File: src/rtl/sr_ff_pkg.sv
// Shared types and SR command encodings for the set/reset flip-flop driver
// and the flip-flop side of the board.
package sr_ff_pkg;

    typedef enum logic [2:0] {
        IDLE,
        PULSE,
        SETTLE,
        CHECK,
        DONE,
        ERROR
    } state_t;

    localparam logic [1:0] SR_HOLD    = 2'b00;
    localparam logic [1:0] SR_RESET   = 2'b01;
    localparam logic [1:0] SR_SET     = 2'b10;
    localparam logic [1:0] SR_INVALID = 2'b11;

    // Only ever yields SET or RESET, so the invalid command cannot be built.
    function automatic logic [1:0] sr_cmd(input logic level);
        return level ? SR_SET : SR_RESET;
    endfunction

endpackage

File: src/rtl/sr_pulse_counter.sv
// Wrapping pulse counter with synchronous clear, used for the set and reset
// pulse tallies shown on the board LEDs.
module sr_pulse_counter #(
    parameter int CNT_W = 8
) (
    input  logic             clk,
    input  logic             clr,
    input  logic             inc,
    output logic [CNT_W-1:0] count
);

    always_ff @(posedge clk) begin
        if (clr) begin
            count <= '0;
        end else if (inc) begin
            count <= count + CNT_W'(1);
        end
    end

endmodule

File: src/rtl/sr_ff_driver.sv
// Initiator for an external SR flip-flop: pulses s/r, reads q back, retries
// on mismatch and latches a sticky error after repeated failures.
module sr_ff_driver
    import sr_ff_pkg::*;
#(
    parameter int SETTLE_CYCLES = 2,
    parameter int MAX_RETRY     = 3,
    parameter int CNT_W         = 8
) (
    input  logic             clk,
    input  logic             rst,
    input  logic             req_valid,
    input  logic             req_level,
    input  logic             req_force,
    output logic             req_ready,
    output logic             s,
    output logic             r,
    input  logic             q_fb,
    output logic             done,
    output logic             err,
    input  logic             clr_err,
    output logic             busy,
    output logic             shadow,
    output logic [CNT_W-1:0] set_count,
    output logic [CNT_W-1:0] reset_count
);

    localparam int SW = (SETTLE_CYCLES < 2) ? 1 : $clog2(SETTLE_CYCLES);
    localparam int RW = $clog2(MAX_RETRY + 2);

    state_t        state, state_n;
    logic          level, level_n;
    logic          shadow_n;
    logic [SW-1:0] settle, settle_n;
    logic [RW-1:0] retry, retry_n;
    logic [1:0]    cmd;

    always_ff @(posedge clk) begin
        if (rst) begin
            state  <= IDLE;
            level  <= 1'b0;
            shadow <= 1'b0;
            settle <= '0;
            retry  <= '0;
        end else begin
            state  <= state_n;
            level  <= level_n;
            shadow <= shadow_n;
            settle <= settle_n;
            retry  <= retry_n;
        end
    end

    always_comb begin
        state_n  = state;
        level_n  = level;
        shadow_n = shadow;
        settle_n = settle;
        retry_n  = retry;
        unique case (state)
            IDLE: begin
                if (req_valid) begin
                    level_n = req_level;
                    if (req_level != shadow || req_force) begin
                        state_n = PULSE;
                    end else begin
                        state_n = DONE;
                    end
                end
            end
            PULSE: begin
                settle_n = '0;
                state_n  = SETTLE;
            end
            SETTLE: begin
                if (settle == SW'(SETTLE_CYCLES - 1)) begin
                    state_n = CHECK;
                end else begin
                    settle_n = settle + SW'(1);
                end
            end
            CHECK: begin
                if (q_fb == level) begin
                    shadow_n = level;
                    retry_n  = '0;
                    state_n  = DONE;
                end else if (retry < RW'(MAX_RETRY)) begin
                    retry_n = retry + RW'(1);
                    state_n = PULSE;
                end else begin
                    state_n = ERROR;
                end
            end
            DONE: begin
                state_n = IDLE;
            end
            ERROR: begin
                // Resync to whatever the flip-flop actually holds.
                if (clr_err) begin
                    shadow_n = q_fb;
                    retry_n  = '0;
                    state_n  = IDLE;
                end
            end
            default: begin
                state_n = IDLE;
            end
        endcase
    end

    assign cmd       = (state == PULSE) ? sr_cmd(level) : SR_HOLD;
    assign s         = cmd[1];
    assign r         = cmd[0];
    assign req_ready = (state == IDLE);
    assign busy      = (state != IDLE);
    assign done      = (state == DONE);
    assign err       = (state == ERROR);

    sr_pulse_counter #(.CNT_W(CNT_W)) u_set_cnt (
        .clk   (clk),
        .clr   (rst),
        .inc   (s),
        .count (set_count)
    );

    sr_pulse_counter #(.CNT_W(CNT_W)) u_reset_cnt (
        .clk   (clk),
        .clr   (rst),
        .inc   (r),
        .count (reset_count)
    );

endmodule

File: config.mk
export PLATFORM = sky130hd
export DESIGN_NAME = sr_ff_driver
export DESIGN_NICKNAME = d
export VERILOG_FILES = /design/src/rtl/sr_ff_pkg.sv /design/src/rtl/sr_pulse_counter.sv /design/src/rtl/sr_ff_driver.sv
export SDC_FILE = /design/constraint.sdc
export NUM_CORES = 1
export LEC_CHECK = 0
export BUFFER_PORTS_ARGS = -buffer_cell sky130_fd_sc_hd__buf_4
export CORE_MARGIN = 8
export CORE_UTILIZATION = 50
export CTS_BUF_LIST = sky130_fd_sc_hd__clkbuf_8
export DETAILED_ROUTE_END_ITERATION = 10
export HOLD_SLACK_MARGIN = 0.02
export MAX_ROUTING_LAYER = met4
export PLACE_DENSITY_LB_ADDON = 0.15
export SETUP_SLACK_MARGIN = 0.02
export SLEW_MARGIN = 20
export SYNTH_ARGS = -nofsm -noshare
export SYNTH_HDL_FRONTEND = slang
export SYNTH_SLANG_ARGS = --single-unit
File: constraint.sdc
create_clock -name clk -period 2.1 [get_ports clk]
set_input_delay 0.21 -clock clk [delete_from_list [all_inputs] [get_ports clk]]
set_output_delay 0.21 -clock clk [all_outputs]
set_load 0.005 [all_outputs]
---- Word level (Yosys, flattened, before mapping) ----
Cells that the tools add are included.
word-level totals
  flip-flop bits (word level) ............. 25
  bits of input ports ..................... 7
  output and inout bits ................... 23
  word-level logic and storage cells ...... 50
operators by class
  add/sub/neg operators ................... 4
  order comparisons ....................... 1
  equality and inequality tests ........... 12
  muxes and demuxes ....................... 17
  reductions and logical operators ........ 9
operator list
  cell                                                                           number
  3-bit 2-to-1 mux                                                               8
  8-bit by 1-bit adder with 8-bit output (second input constant)                 2
  3-bit case mux with 5 select lines                                             1
  3-bit AND reduction                                                            3
  3-bit by 2-bit == test with 1-bit output (second input constant)               2
  3-bit == test (second input constant)                                          2
  2-bit != test (second input constant)                                          3
  3-bit case mux with 2 select lines                                             1
  2-bit 2-to-1 mux                                                               2
  1-bit case mux with 2 select lines                                             2
  2-bit nonzero test                                                             2
  3-bit by 1-bit adder with 3-bit output (second input constant)                 1
  3-bit by 1-bit == test with 1-bit output (second input constant)               1
  3-bit logical NOT                                                              1
  3-bit by 2-bit less-than comparator with 1-bit output (second input constant)  1
  1-bit 2-to-1 mux                                                               3
  3-bit != test (second input constant)                                          1
  3-bit nonzero test                                                             1
  2-bit by 1-bit != test with 1-bit output (second input constant)               1
  2-bit AND reduction                                                            1
  1-bit adder (second input constant)                                            1
  1-bit == test                                                                  1
  1-bit logical OR                                                               1
  1-bit != test                                                                  1

---- Logic depth before layout (Yosys ltp) ----
  depth after elaboration ................. 5
  gate-level depth with buffers ........... 6
  gate-level depth less buffers ........... 5

---- Hierarchy ----
Synthesis repeated with hierarchy kept, for this count alone.
second synthesis, totals
  cells, all modules ...................... 138
  area total of the unflattened synthesis .. 1229.9 µm²
by module, submodules not included
  module            times used  cells an instance  area an instance (µm²)
  sr_pulse_counter  2           37                 339.1
  sr_ff_driver      1           64                 551.8

---- Least setup slack after synthesis ----
OpenSTA, ideal clock, no wires.
  path type ............................... register -> register
  start ................................... reg state[1]
  end ..................................... reg u_reset_cnt.count[7]
  library setup time ...................... 0.128 ns
  arrival ................................. 1.255 ns
  data required time ...................... 1.972 ns
  path slack .............................. 0.718 ns
  cell stages (with the launch flop) ...... 6
  path buffers ............................ 1
  clock period less this slack ............ 1.382 ns
  path through ............................ dfxtp_1 > buf_6 > nor4b_4 > nand4_1 > xor2_1 > nor2_1
between the ends
  longest elaborated chain between the ends .. 2
ends and longest elaborated chain
  element                                   RTL line                source
  from (decl)                               sr_ff_driver.sv:31      state_t state, state_n;
  from (signal assigned)                    sr_ff_driver.sv:46      state <= state_n;
  3-bit by 1-bit == test with 1-bit output  sr_ff_driver.sv:111     assign cmd = (state == PULSE) ? sr_cmd(level) : SR_HOLD;
  2-bit 2-to-1 mux                          sr_ff_driver.sv:111
  via r                                     sr_ff_driver.sv:17      output logic r,
  to (signal assigned)                      sr_pulse_counter.sv:16  count <= count + CNT_W'(1);
  to (decl)                                 sr_pulse_counter.sv:9   output logic [CNT_W-1:0] count
The timed path passes the listed nets, and every way through them passes these cells.
A chain may end at the register's enable or synchronous reset.

---- Worst setup path in the final report ----
  start ................................... reg state[0]
  end ..................................... out r
between the ends
  longest elaborated chain between the ends .. 2
ends and longest elaborated chain
  element                                   RTL line
  3-bit by 1-bit == test with 1-bit output  sr_ff_driver.sv:111
  2-bit 2-to-1 mux                          sr_ff_driver.sv:111
  to (decl)                                 sr_ff_driver.sv:17
No other way between the ends.

==> results.rst <==
.. list-table::
   :header-rows: 1

   * - Metric
     - Value
   * - Status
     - complete, no violations
   * - Cell types with the largest area share after synthesis
     - sky130_fd_sc_hd__dfxtp_1 (41%), sky130_fd_sc_hd__xor2_1 (9.4%), sky130_fd_sc_hd__nor2_1 (6.2%)
   * - Cell count after synthesis
     - ~140
   * - Leakage power figure
     - between 0.6 and 0.7 nW
   * - Placement Rows
     - 18
   * - Compound-Gate Fraction of Synth Area
     - 10.4%
   * - Overflow after GRT
     - 0
   * - Total vias in the final route
     - about 1100
   * - Total power density per cell area
     - 712 nW/um^2
   * - Final worst path period need
     - 1.89 ns
   * - Main combinational cell family by area after synthesis
     - simple AND/OR/NAND/NOR gates
   * - Cell-by-cell trace of the critical path
     - nor4b_4, buf_4
   * - Max-Cap Viols
     - 0
   * - Overall global routing resource usage
     - between 10% and 20%
   * - Total negative slack for setup checks
     - 0 ns
   * - Combined area of all synthesized cells
     - around 1200 sq um
   * - Gpl congestion
     - 0.791
   * - Number of enable flip-flop cells after synthesis
     - 0
   * - Number of H-tree levels
     - 1
   * - Flip-flop and latch count after synthesis
     - 25
   * - Standard cell with the maximum stage delay on the critical path
     - sky130_fd_sc_hd__dfxtp_1
   * - Library cell with the largest summed area after synthesis
     - sky130_fd_sc_hd__dfxtp_1
   * - Synthesized-area fraction occupied by adder cells
     - under 10%
   * - First-pass iteration count of the detailed router
     - 4
   * - Clock transition time at the flip-flop clock pins of the worst setup and hold paths
     - 0.08 ns
   * - Clk Latency, worst-skew pair
     - between 0.2 and 0.3 ns
   * - Number of hold violations in the final report
     - 0
   * - Setup repair after global routing missed its margin
     - no
   * - Die boundary height
     - about 65 um
   * - Detailed-route wire length per cell
     - roughly 14 um
   * - Number of design rule violations left after detail routing
     - 0
   * - Fin Clk Skew
     - 0.00143 ns
   * - Worst-margin pin slew
     - roughly 0.54 ns
   * - Number of buffers inserted by post-CTS setup repair
     - 0
   * - CTS tree
     - done
   * - Most common flop cell mapped by yosys
     - sky130_fd_sc_hd__dfxtp_1
   * - Maximum net fanout on the critical path
     - 16
   * - Number of buffers created by CTS
     - 3
   * - Global-route wire length before repair
     - approximately 4.7 mm
   * - Leading post-synthesis cells by instance count
     - sky130_fd_sc_hd__dfxtp_1 (25), sky130_fd_sc_hd__nor2_1 (20), sky130_fd_sc_hd__xor2_1 (13), sky130_fd_sc_hd__nand2_1 (7), sky130_fd_sc_hd__o21ai_0 (7)
   * - Warnings, synthesis
     - 0
   * - CP endpoint kind
     - output pin
   * - Starting density of the core
     - around half
   * - Worst stage delay on the critical path
     - 0.65 ns
   * - Maximum vdd drop
     - approximately 0.47 mV
   * - Mux cell area share after synthesis
     - roughly 3.4%
   * - Floorplan die width
     - roughly 65 um
   * - Number of antenna diodes
     - 0
   * - Data arrival time at the worst-slack endpoint
     - approximately 1.7 ns
   * - Total number of nets in the final design
     - about 170
   * - Setup slack after placement
     - ~0.43 ns
   * - Most numerous cell in the Yosys netlist
     - sky130_fd_sc_hd__dfxtp_1
   * - Total power
     - between 1 and 1.5 mW
   * - Die area
     - 4270 sq um
   * - Netlist cell types
     - 37
   * - Initial DRC count
     - 26
   * - Highest attainable clock frequency
     - approximately 530 MHz
   * - Count of input and output buffers
     - 29
   * - Net count of the mapped netlist
     - about 150
   * - Remaining max-slew budget at the tightest pin
     - roughly 64%
   * - Final WS setup
     - about 0.21 ns
   * - Number of antenna violations at the first check in global routing
     - 0
   * - Core area
     - approximately 2400 sq um
   * - Total I/O pin count
     - 30
   * - Fraction of synthesized cell area in xor and xnor cells
     - approximately 12%
   * - Count of instances resized after the clock tree is built
     - 0
   * - Clock sinks
     - 25
   * - Final setup vio count
     - 0
   * - Max-slew violation total from the final report
     - 0
   * - Type of the worst setup path
     - flip-flop to output pin
   * - Fraction of layout instances using a drive strength above 1
     - 22.2%
   * - Period utilisation layout
     - 89.9%
   * - Seq/Total Area, Yosys
     - between 40% and 50%
   * - Data required, critical path
     - approximately 1.9 ns
   * - Simple-gate area share of the yosys netlist
     - roughly a quarter
   * - Relative area change from synthesis to final layout
     - 21.8%
   * - Number of global-route vias before repair
     - approximately 1000
   * - Filler Cell Count
     - approximately 230
   * - Maximum count of clock buffers along a single path
     - 2
   * - Total of hold buffers inserted after clock tree synthesis
     - 0
   * - Mean instance size in the synthesized netlist
     - 8.94 sq um
   * - Maximum number of pins on one net before global-route repair
     - 26
   * - Post-layout util
     - 62.1%
   * - Worst min path class
     - primary input to flip-flop
   * - Kind of start point of the critical path
     - flip-flop
   * - Remaining antenna violation count after routing
     - 0
   * - Share of the synthesized area in the top cell type
     - between 40% and 50%
   * - Routed via count divided by cell count
     - about 5.5
   * - Root buffer cell
     - sky130_fd_sc_hd__clkbuf_8
   * - Post-synth ARST share
     - 0%
   * - HPWL reported at the end of detailed placement
     - 1.90 mm
   * - Overall routed net length
     - between 2 and 3 mm
-- worst max-delay path, delay by kind of cell, from the launching register on --
family	cells	cell delay, ns
buf+inv	1	0.21
flops	1	0.65
simple gates	1	0.56
-- flip-flops by register name, indices dropped and copies added, names as in the netlist --
| name | count |
|---|---|
| u_reset_cnt.count | 8 |
| level | 1 |
| state | 3 |
| u_set_cnt.count | 8 |
| shadow | 1 |
| settle | 1 |
| retry | 3 |
-- cell usage in the layout (no fill, tap or decap), types with 4 or more instances in the layout --
| cell type | n |
|---|---|
| sky130_fd_sc_hd__buf_4 | 29 |
| sky130_fd_sc_hd__dfxtp_1 | 25 |
| sky130_fd_sc_hd__nor2_1 | 20 |
| sky130_fd_sc_hd__xor2_1 | 13 |
| sky130_fd_sc_hd__nand2_1 | 7 |
| sky130_fd_sc_hd__o21ai_0 | 7 |
| sky130_fd_sc_hd__nand3_1 | 6 |
| sky130_fd_sc_hd__nand4_1 | 5 |
| sky130_fd_sc_hd__a21oi_1 | 5 |
| sky130_fd_sc_hd__inv_1 | 4 |
| sky130_fd_sc_hd__xnor2_1 | 4 |
-- kinds of logic after synthesis --
logic type,count (synthesis)
AO/OA/AOI/OAI,20
XOR/XNOR,17
buffers and inverters,11
multiplexers,4
flip-flops,25
AND/OR/NAND/NOR,56
adder cells (fa/ha/maj),3
-- final timing paths --
check / cells after the start / end / slack (ns) / startpoint
max: 2 / r / 0.21 / state[0]$_SDFFE_PP0P_
min: 3 / level$_SDFFE_PP0P_ / 0.22 / req_level
max reg2reg: 4 / u_reset_cnt.count[4]$_SDFFE_PP0P_ / 0.40 / state[0]$_SDFFE_PP0P_
min reg2reg: 2 / settle$_SDFFE_PP0P_ / 0.50 / settle$_SDFFE_PP0P_
-- per-stage QoR --
stage	hold slack, ns	instance area, sq um	cells
2_1_floorplan	0.358	1220	136
3_3_place_gp	0.486	1440	188
3_5_place_dp	0.489	1440	188
4_1_cts	0.223	1480	192
5_1_grt	0.224	1480	192
6_report	0.224	1480	192
-- where the power goes --
group / internal [mW] / leakage, nW / total [mW] / switching, mW
sequential: 0.501 / 0.202 / 0.557 / 0.0563
combinational: 0.120 / 0.421 / 0.221 / 0.101
clock: 0.132 / 0.0255 / 0.276 / 0.144
-- final cells by class --
type,count,area [sq um],area share [%]
Inverter,4,15.0,1.01
Tap cell,30,37.5,2.53
Clock buffer,3,41.3,2.79
Timing Repair Buffer,29,218,14.7
Multi-Input combinational cell,100,664,44.8
Sequential cell,25,500,33.8
Clock inverter,1,5.00,0.338
-- routing by layer --
| metal | share of wire (%) | wire length [um] | up-vias | track usage, % |
|---|---|---|---|---|
| li1 | - | - | 527 | - |
| met2 | 48 | 1260 | 22 | 22.0 |
| met3 | 4.9 | 128 | 2 | 3.74 |
| met4 | 0.31 | 8 | 0 | 3.54 |
| met5 | 0 | 0 | - | - |
| met1 | 47 | 1220 | 506 | 15.8 |
(Power assumes the default switching activity.)
